[src/rtl/level_map_arbiter.sv]
// level_map_arbiter
//   Shares the single-port synchronous level-map ROM between the pixel
//   pipeline tile fetch and game-logic collision queries.
//
//   The display fetch has absolute priority and a hard deadline. A tile
//   fetch is issued LOOKAHEAD pixels before each tile boundary. Its result
//   is parked in nextType and then moved into blockType on the boundary.
//   Collision queries use a level req/ack handshake. They are served in the
//   ROM slots that the display fetch leaves free.
//
//   Build option: define QUERY_OOB_SOLID_EN to make out-of-range queries
//   return qType=1 (solid). Without it they return qType=0 (empty).
//
// Ports
//   clk        system clock
//   rst_n      asynchronous active-low reset
//   pix_en     pixel-advance strobe (hCount/vCount move on edges with pix_en=1)
//   hCount     current pixel x
//   vCount     current pixel y
//   romEn      ROM read enable (registered)
//   romAddr    ROM address row*MAP_COLS+col (registered)
//   romData    ROM data, valid the cycle after the ROM samples romEn/romAddr
//   blockType  tile type of the current pixel
//   qReq       query request, level, held until qAck
//   qCol       query tile column
//   qRow       query tile row
//   qAck       one-cycle pulse, qType valid
//   qType      query result, held until the next qAck
module level_map_arbiter #(
   parameter int H_START    = 144,
   parameter int V_START    = 35,
   parameter int MAP_COLS   = 20,
   parameter int MAP_ROWS   = 15,
   parameter int TILE_SHIFT = 5,
   parameter int LOOKAHEAD  = 4
) (
   input  logic       clk,
   input  logic       rst_n,
   input  logic       pix_en,
   input  logic [9:0] hCount,
   input  logic [9:0] vCount,
   output logic       romEn,
   output logic [8:0] romAddr,
   input  logic [2:0] romData,
   output logic [2:0] blockType,
   input  logic       qReq,
   input  logic [4:0] qCol,
   input  logic [3:0] qRow,
   output logic       qAck,
   output logic [2:0] qType
);

   localparam int V_END = V_START + (MAP_ROWS << TILE_SHIFT);

`ifdef QUERY_OOB_SOLID_EN
   localparam logic [2:0] OOB_TYPE = 3'd1;
`else
   localparam logic [2:0] OOB_TYPE = 3'd0;
`endif

   // row*20 + col built from shifts: (row<<4) + (row<<2) + col.
   function automatic logic [8:0] tileAddr(input logic [3:0] row, input logic [4:0] col);
      logic [8:0] r9;
      r9 = {5'd0, row};
      return (r9 << 4) + (r9 << 2) + {4'd0, col};
   endfunction

   logic [10:0] fetchPos;
   logic [10:0] fetchCol;
   logic [10:0] nextPos;
   logic [10:0] nextCol;
   logic [9:0]  vRel;
   logic [3:0]  dispRow;
   logic [8:0]  dispAddr;
   logic [8:0]  qAddr;
   logic        vActive;
   logic        dispIssue;
   logic        qOob;
   logic        qFree;
   logic        qIssue;
   logic        oobHit;
   logic        loadTile;
   logic        clearTile;

   logic        tagDisp_p1;
   logic        tagQry_p1;
   logic        tagDisp_p2;
   logic        tagQry_p2;
   logic [2:0]  nextType;
   logic        qBusy;

   always_comb begin
      // Positions left of H_START wrap to large values. Their tile index is
      // then out of range, so no separate "before visible area" test is needed.
      fetchPos  = {1'b0, hCount} + 11'(LOOKAHEAD) - 11'(H_START);
      fetchCol  = fetchPos >> TILE_SHIFT;
      nextPos   = {1'b0, hCount} + 11'd1 - 11'(H_START);
      nextCol   = nextPos >> TILE_SHIFT;
      vActive   = (vCount >= 10'(V_START)) && (vCount < 10'(V_END));
      vRel      = vCount - 10'(V_START);
      dispRow   = 4'(vRel >> TILE_SHIFT);
      dispAddr  = tileAddr(dispRow, fetchCol[4:0]);
      dispIssue = pix_en && vActive &&
                  (fetchPos[TILE_SHIFT-1:0] == '0) && (fetchCol < 11'(MAP_COLS));

      qOob   = (qCol >= 5'(MAP_COLS)) || (qRow >= 4'(MAP_ROWS));
      qAddr  = tileAddr(qRow, qCol);
      // While qAck is high the requester has not yet had an edge to drop
      // qReq, so a still-high qReq in that cycle is the old request.
      qFree  = qReq && !qBusy && !qAck;
      qIssue = qFree && !qOob && !dispIssue;
      oobHit = qFree && qOob;

      loadTile  = pix_en && vActive &&
                  (nextPos[TILE_SHIFT-1:0] == '0) && (nextCol < 11'(MAP_COLS));
      clearTile = pix_en && (!vActive ||
                  ((nextPos[TILE_SHIFT-1:0] == '0) && (nextCol == 11'(MAP_COLS))));
   end

   always_ff @(posedge clk or negedge rst_n) begin
      if (!rst_n) begin
         romEn      <= 1'b0;
         romAddr    <= '0;
         tagDisp_p1 <= 1'b0;
         tagQry_p1  <= 1'b0;
         tagDisp_p2 <= 1'b0;
         tagQry_p2  <= 1'b0;
         nextType   <= '0;
         blockType  <= '0;
         qAck       <= 1'b0;
         qType      <= '0;
         qBusy      <= 1'b0;
      end else begin
         // ---- stage p1: issue slot, display wins ----
         romEn <= dispIssue || qIssue;
         if (dispIssue) begin
            romAddr <= dispAddr;
         end else if (qIssue) begin
            romAddr <= qAddr;
         end
         tagDisp_p1 <= dispIssue;
         tagQry_p1  <= qIssue;

         // ---- stage p2: ROM samples address ----
         tagDisp_p2 <= tagDisp_p1;
         tagQry_p2  <= tagQry_p1;

         // ---- capture: route romData by tag ----
         if (tagDisp_p2) begin
            nextType <= romData;
         end

         qAck <= 1'b0;
         if (tagQry_p2) begin
            qType <= romData;
            qAck  <= 1'b1;
            qBusy <= 1'b0;
         end else if (oobHit) begin
            qType <= OOB_TYPE;
            qAck  <= 1'b1;
         end
         if (qIssue) begin
            qBusy <= 1'b1;
         end

         if (loadTile) begin
            blockType <= nextType;
         end else if (clearTile) begin
            blockType <= '0;
         end
      end
   end

endmodule

[config.mk]
export PLATFORM = sky130hd
export DESIGN_NAME = level_map_arbiter
export DESIGN_NICKNAME = d
export VERILOG_FILES = /design/src/rtl/level_map_arbiter.sv
export SDC_FILE = /design/constraint.sdc
export NUM_CORES = 1
export LEC_CHECK = 0
export CAP_MARGIN = 5
export CORE_MARGIN = 2
export CORE_UTILIZATION = 42
export CTS_CLUSTER_SIZE = 20
export DETAILED_ROUTE_END_ITERATION = 12
export PLACE_DENSITY = 0.76
export RECOVER_POWER = 50
export SETUP_SLACK_MARGIN = 0.02
export SLEW_MARGIN = 20
export SYNTH_ARGS = -nofsm -noshare
export SYNTH_HDL_FRONTEND = slang
export SYNTH_SLANG_ARGS = --single-unit
[constraint.sdc]
create_clock -name clk -period 1.7 [get_ports clk]
set_input_delay 0.34 -clock clk [delete_from_list [all_inputs] [get_ports clk]]
set_output_delay 0.34 -clock clk [all_outputs]
set_load 0.02 [all_outputs]
==> impl_metrics.tcl, run 1 <==
set metrics [dict create \
    status "finished with violations" \
    violations "negative setup slack" \
    area_delta_synth_final_pct 68.0 \
    ios 53 \
    detailed_place_hpwl_um 3780 \
    cp_max_fo 2 \
    cts_tree "yes" \
    initialDrtViolationCount 80 \
    yosysSeqAreaShare_pct 37.9 \
    r2r_start "qBusy" \
    dr_total_vias 1560 \
    synth_top_area_cell "dfrtp_1" \
    peakVddDrop_mv 0.437 \
    fin_ws_ps -1010 \
    critPathCaptureType "flop" \
    grt_pass1_wl_um 7810 \
    total_power_mw 2.60 \
    worst_pin_slew_ps 618 \
    synthCells 147 \
    endpoint "romAddr[5]" \
    wl_um 4640 \
    clk_latency_ps 270 \
    nNetsFinal 310 \
    rsz0062_at_grt "yes" \
    cts_buffers 3 \
    crit_type "input pin to flop" \
    grt_start_max_net_pins 26 \
    clk_root_buffer_cell "clkbuf_8" \
    avgSynthCellArea_sq_um 11.2 \
    power.leakage_nw 1.34 \
    fp.dieW_um 66.7 \
    coreArea_sq_mm 0.00372 \
    clock-sinks 25 \
    die-area_sq_mm 0.00445 \
    syn_nets 201 \
    hold_viol_final 0 \
    ys_seq_elements 25 \
    drc 0 \
    finalSetupViolations 16 \
    final_common_cell "buf_4" \
    power_density_mw_per_mm2 938 \
    drt-wirelength-per-cell_um 15.3 \
    start_kind "input pin" \
    cts_buffer_depth 2 \
    start_util_pct 44.4 \
    dpl_worst_slack_ps -1670 \
    reg2reg_to "romAddr[6]" \
    htree_levels 1 \
    grt.total_usage_pct 23.4 \
    min_period_ps 2710 \
    ant_nets 0 \
    netlist_area_sq_mm 0.00165 \
    crit_path_start "hCount[2]" \
    vias_per_cell 5.15 \
    instances_no_fill 303 \
    ff2ff_setup_slack_ps 50 \
    num_antenna_cells 0 \
    cp.required_ps 1860 \
    relSlewSlack_pct 58.8 \
    netlist.area_leader.share_pct 37.9 \
    hold_slack_ps 355 \
    gp_congestion 0.799 \
    maxCapViolCount 0 \
    hold_path.class "flop to flop" \
    die_y_um 66.7 \
    finalCritPeriodShare_pct 159 \
    final_util_pct 74.7 \
    final_cell_mix "buf_4, clkdlybuf4s50_1, dfrtp_1, ha_1, mux2_2" \
    numPortBuffers 52 \
    drv_slew 0 \
    fmax_mhz 369 \
    grt-ovfl-total 0 \
    rows 22 \
    clk_pin_slew_ps 90 \
    antenna_found_initial 0 \
    ys_types 38 \
    place_inst 293 \
    first_pass_iters 4 \
    finClkSkew_ps 0.916 \
    worstPathArrival_ps 2870 \
    grt_pass1_vias 1776 \
    ys_top_cells_by_area "dfrtp_1, ha_1, mux2_2" \
    ys_warn_count 0 \
    drive_above_1_share_pct 39.2 \
    r2r_cells 7 \
]
-- state kept, by name (all words and copies together), names as in the netlist --
register,count
romAddr,9
blockType,3
nextType,3
qType,3
qAck,1
qBusy,1
romEn,1
tagDisp_p1,1
tagDisp_p2,1
tagQry_p1,1
tagQry_p2,1
-- cell type report --
| type | count | area, sq um |
|---|---|---|
| Clock buffer | 3 | 41.3 |
| Clock inverter | 1 | 7.51 |
| Fill cell | 260 | 941 |
| Inverter | 4 | 17.5 |
| Multi-Input combinational cell | 116 | 1100 |
| Sequential cell | 25 | 626 |
| Tap cell | 48 | 60.1 |
| Timing Repair Buffer | 106 | 922 |
-- Yosys cell counts, drive strengths merged --
cell     number
dfrtp        25
ha           14
mux2         14
o21ai         9
a21oi         8
mux2i         8
nand2         8
nor2          8
xor2          6
xnor2         5
fa            4
inv           4
or3           4
a21o          3
a22o          3
nand4         3
clkbuf        2
nand3         2
nor3          2
a2111o        1
a211o         1
a211oi        1
a2bb2oi       1
a32o          1
and2          1
nand2b        1
nand4b        1
nor2b         1
nor3b         1
nor4          1
o2111ai       1
o21a          1
o22ai         1
or3b          1
-- logic make-up after synthesis --
logic type      Yosys count  synth area share (%)
mux                      22                  15.2
flops                    25                  37.9
compound gates           31                  13.3
buf+inv                   6                  1.52
simple gates             34                  10.8
fa+ha+maj                18                  15.5
xor+xnor                 11                  5.83
-- power breakdown --
| part | internal [mW] | total, mW | switching, mW |
|---|---|---|---|
| logic | 0.762 | 1.38 | 0.616 |
| clock network | 0.166 | 0.363 | 0.196 |
| registers | 0.765 | 0.863 | 0.0980 |
-- per-stage QoR --
step                setup TNS [ps]  cell area [sq um]
finish                       -8740               2780
global route                 -9820               2780
CTS                          -8360               2720
detailed placement          -17340               2600
global placement            -16420               2600
floorplan                    -7410               1670
-- routing by layer --
metal  part of all wire (%)  vias up  track usage [%]
met5                      0        -                0
met2                     55       48             47.1
met3                    3.6       10             3.04
li1                       -      757                -
met4                    1.8        0             7.14
met1                     39      745             24.5
-- worst max-delay path, stage by stage --
cell     delay (ps)
buf_6            90
a211o_1         300
o21a_1          200
or3_4           360
nand2_4          70
fa_2            460
fa_2            390
buf_4           150
buf_6           110
xor2_2          140
mux2_4          260
-- worst min-delay path by stage --
stage                   end  slack, ps       from  cells past startpoint
4_1_cts           tagQry_p2        360  tagQry_p1                      0
3_3_place_gp      tagQry_p2        330  tagQry_p1                      0
2_1_floorplan  blockType[0]         40      rst_n                      0
5_1_grt           tagQry_p2        360  tagQry_p1                      0
3_5_place_dp      tagQry_p2        340  tagQry_p1                      0
6_report          tagQry_p2        360  tagQry_p1                      0
-- timing repair --
item / in CTS / in global routing
endpoints found under the setup margin: 16 / 16
hold buffers: 0 / 0
resized for setup: 54 / 8
pin swaps: 14 / 11
buffers inserted: 4 / 2
Power figures use the tool's default switching activity.
==> inputs of run 2 (changes only) <==
PLACE_DENSITY = not set   (was 0.76)
PLACE_DENSITY_LB_ADDON = 0.15   (was not set)
==> impl_metrics.tcl, run 2 (synthesis gave the netlist of run 1 again) <==
set metrics [dict create \
    grt_pass1_wl_um 7490 \
    relSlewSlack_pct 58.1 \
    fmax_mhz 374 \
    maxCapViolCount 0 \
    area_delta_synth_final_pct 66.8 \
    reg2reg_to "romAddr[5]" \
    die_y_um 66.7 \
    place_area_sq_mm 0.00259 \
    rsz0062_at_grt "yes" \
    cp_top_family "adder cells" \
    power_density_mw_per_mm2 937 \
    use_met1_pct 23.5 \
    final_area_sq_mm 0.00276 \
    htree_levels 1 \
    ant_nets 0 \
    cp_slowest_cell "fa_2" \
    crit_type "input pin to flop" \
    dr_total_vias 1548 \
    ff2ff_setup_slack_ps 30 \
    detailed_place_hpwl_um 3510 \
    rows 22 \
    min_from "tagQry_p1" \
    cp.required_ps 1860 \
    cts_buffers 3 \
    r2r_start "qBusy" \
    finClkSkew_ps 1.11 \
    initialDrtViolationCount 72 \
    clk_root_buffer_cell "clkbuf_8" \
    clk_latency_ps 270 \
    cts_buffer_depth 2 \
    hold_path_end "tagQry_p2" \
    finalSetupViolations 16 \
    numPortBuffers 52 \
    crit_cells 11 \
    fp.dieW_um 66.7 \
    hold_path_depth 0 \
    drt-wirelength-per-cell_um 14.8 \
    final_cell_mix "buf_4, clkdlybuf4s50_1, dfrtp_1, ha_1" \
    min_period_ps 2670 \
    hold_path.class "flop to flop" \
    drive_above_1_share_pct 40.2 \
    r2r_cells 7 \
    max_stage_delay_ps 480 \
    vias_per_cell 5.18 \
    power.share.clock_pct 14.1 \
    p_comb_share_pct 52.6 \
    first_pass_iters 4 \
    cp_common_cell "fa_2" \
    power_frac_seq_pct 33.4 \
    fin_ws_ps -970 \
    worstPathArrival_ps 2830 \
    path_cells "buf_6, a211o_1, o21a_1, or3_4, nand2_4, fa_2, fa_2, a21o_1, a21oi_2, xnor2_1, mux2_4" \
    met3_usage_pct 1.52 \
    instances_no_fill 299 \
    start_kind "input pin" \
    finalCritPeriodShare_pct 157 \
    start_util_pct 44.4 \
    switching_power_uw 903 \
    drv_slew 0 \
    intPower_mw 1.68 \
    worst_pin_slew_ps 628 \
    cts_tree "yes" \
    largest_reg_flops 9 \
    fillCellCount 273 \
    antenna_found_initial 0 \
    nNetsFinal 306 \
    top_usage_layer "met2" \
    grt.total_usage_pct 22.4 \
    cp_max_fo 2 \
    gp_congestion 0.831 \
    total_power_mw 2.58 \
    ios 53 \
    critPathCaptureType "flop" \
    power.share.switching_pct 35.0 \
    crit_buf_inv 1 \
    final_common_cell "buf_4" \
    clock-sinks 25 \
    drc 0 \
    power.leakage_nw 1.32 \
    coreArea_sq_mm 0.00372 \
    place_inst 291 \
    use_met2_pct 44.8 \
    num_antenna_cells 0 \
    grt_start_max_net_pins 26 \
    grt-ovfl-total 0 \
    hold_viol_final 0 \
    clk_pin_slew_ps 90 \
    status "finished with violations" \
    regMostFlops "romAddr" \
    die-area_sq_mm 0.00445 \
    cts_hold_buf 0 \
    peakVddDrop_mv 0.409 \
    violations "negative setup slack" \
    wl_um 4420 \
    grt_pass1_vias 1745 \
]
[run 2: changes by cell type in the layout (fill, tap and decap cells not counted), sizes merged]
cell           delta
dlygate4sd2       -2
buf               -3
clkdlybuf4s15     +1
[run 2: worst max path at each step]
stage / startpoint / to
floorplan: vCount[0] / romAddr[7]
global placement: vCount[0] / romAddr[7]
detailed placement: vCount[0] / romAddr[7]
CTS: hCount[2] / romAddr[7]
global route: hCount[2] / romAddr[7]
finish: hCount[2] / romAddr[7]
[run 2: layout make-up]
class / count / area, sq um / area share [%]
Multi-Input combinational cell: 116 / 1110 / 40.5
Timing Repair Buffer: 102 / 888 / 32.2
Sequential cell: 25 / 626 / 22.7
Tap cell: 48 / 60.1 / 2.18
Clock buffer: 3 / 41.3 / 1.50
Inverter: 4 / 17.5 / 0.636
Clock inverter: 1 / 7.51 / 0.272
[run 2: per-stage QoR]
stage / hold slack [ps] / util [%] / setup TNS [ps] / setup slack (ps)
after global placement: 332 / 69.6 / -16500 / -1540
after global routing: 351 / 74.1 / -9840 / -1030
after detailed placement: 337 / 69.6 / -17720 / -1670
after CTS: 353 / 73.0 / -7510 / -1030
after floorplan: 44.4 / - / -7410 / -1170
final: 355 / 74.1 / -8720 / -970
[run 2: what timing repair did]
item,in CTS,in global routing
resized for setup,62,10
endpoints found under the setup margin,16,16
pin swaps,13,15
setup buffers,4,1
[run 2: power groups by stage]
stage,Sequential (mW),Combinational [mW],Clock [mW]
floorplan,1.03,0.473,0
global placement,0.862,1.24,0
detailed placement,0.874,1.28,0
CTS,0.861,1.34,0.367
global route,0.876,1.47,0.397
finish,0.862,1.36,0.363
[run 2: worst register-to-register path: stages, from the launching register on]
cell and delay [ps]:
dfrtp_1 390, nor3b_1 190, buf_4 150, nand3_1 180, buf_4 240, nand2_1 60
o21ai_0 80, mux2_4 270
[run 2: layer usage]
| metal | part of all wire (%) | up-vias | wire length (um) |
|---|---|---|---|
| li1 | - | 753 | - |
| met1 | 37 | 738 | 1650 |
| met2 | 56 | 46 | 2470 |
| met3 | 3.7 | 11 | 164 |
| met4 | 2.9 | 0 | 130 |
| met5 | 0 | - | 0 |
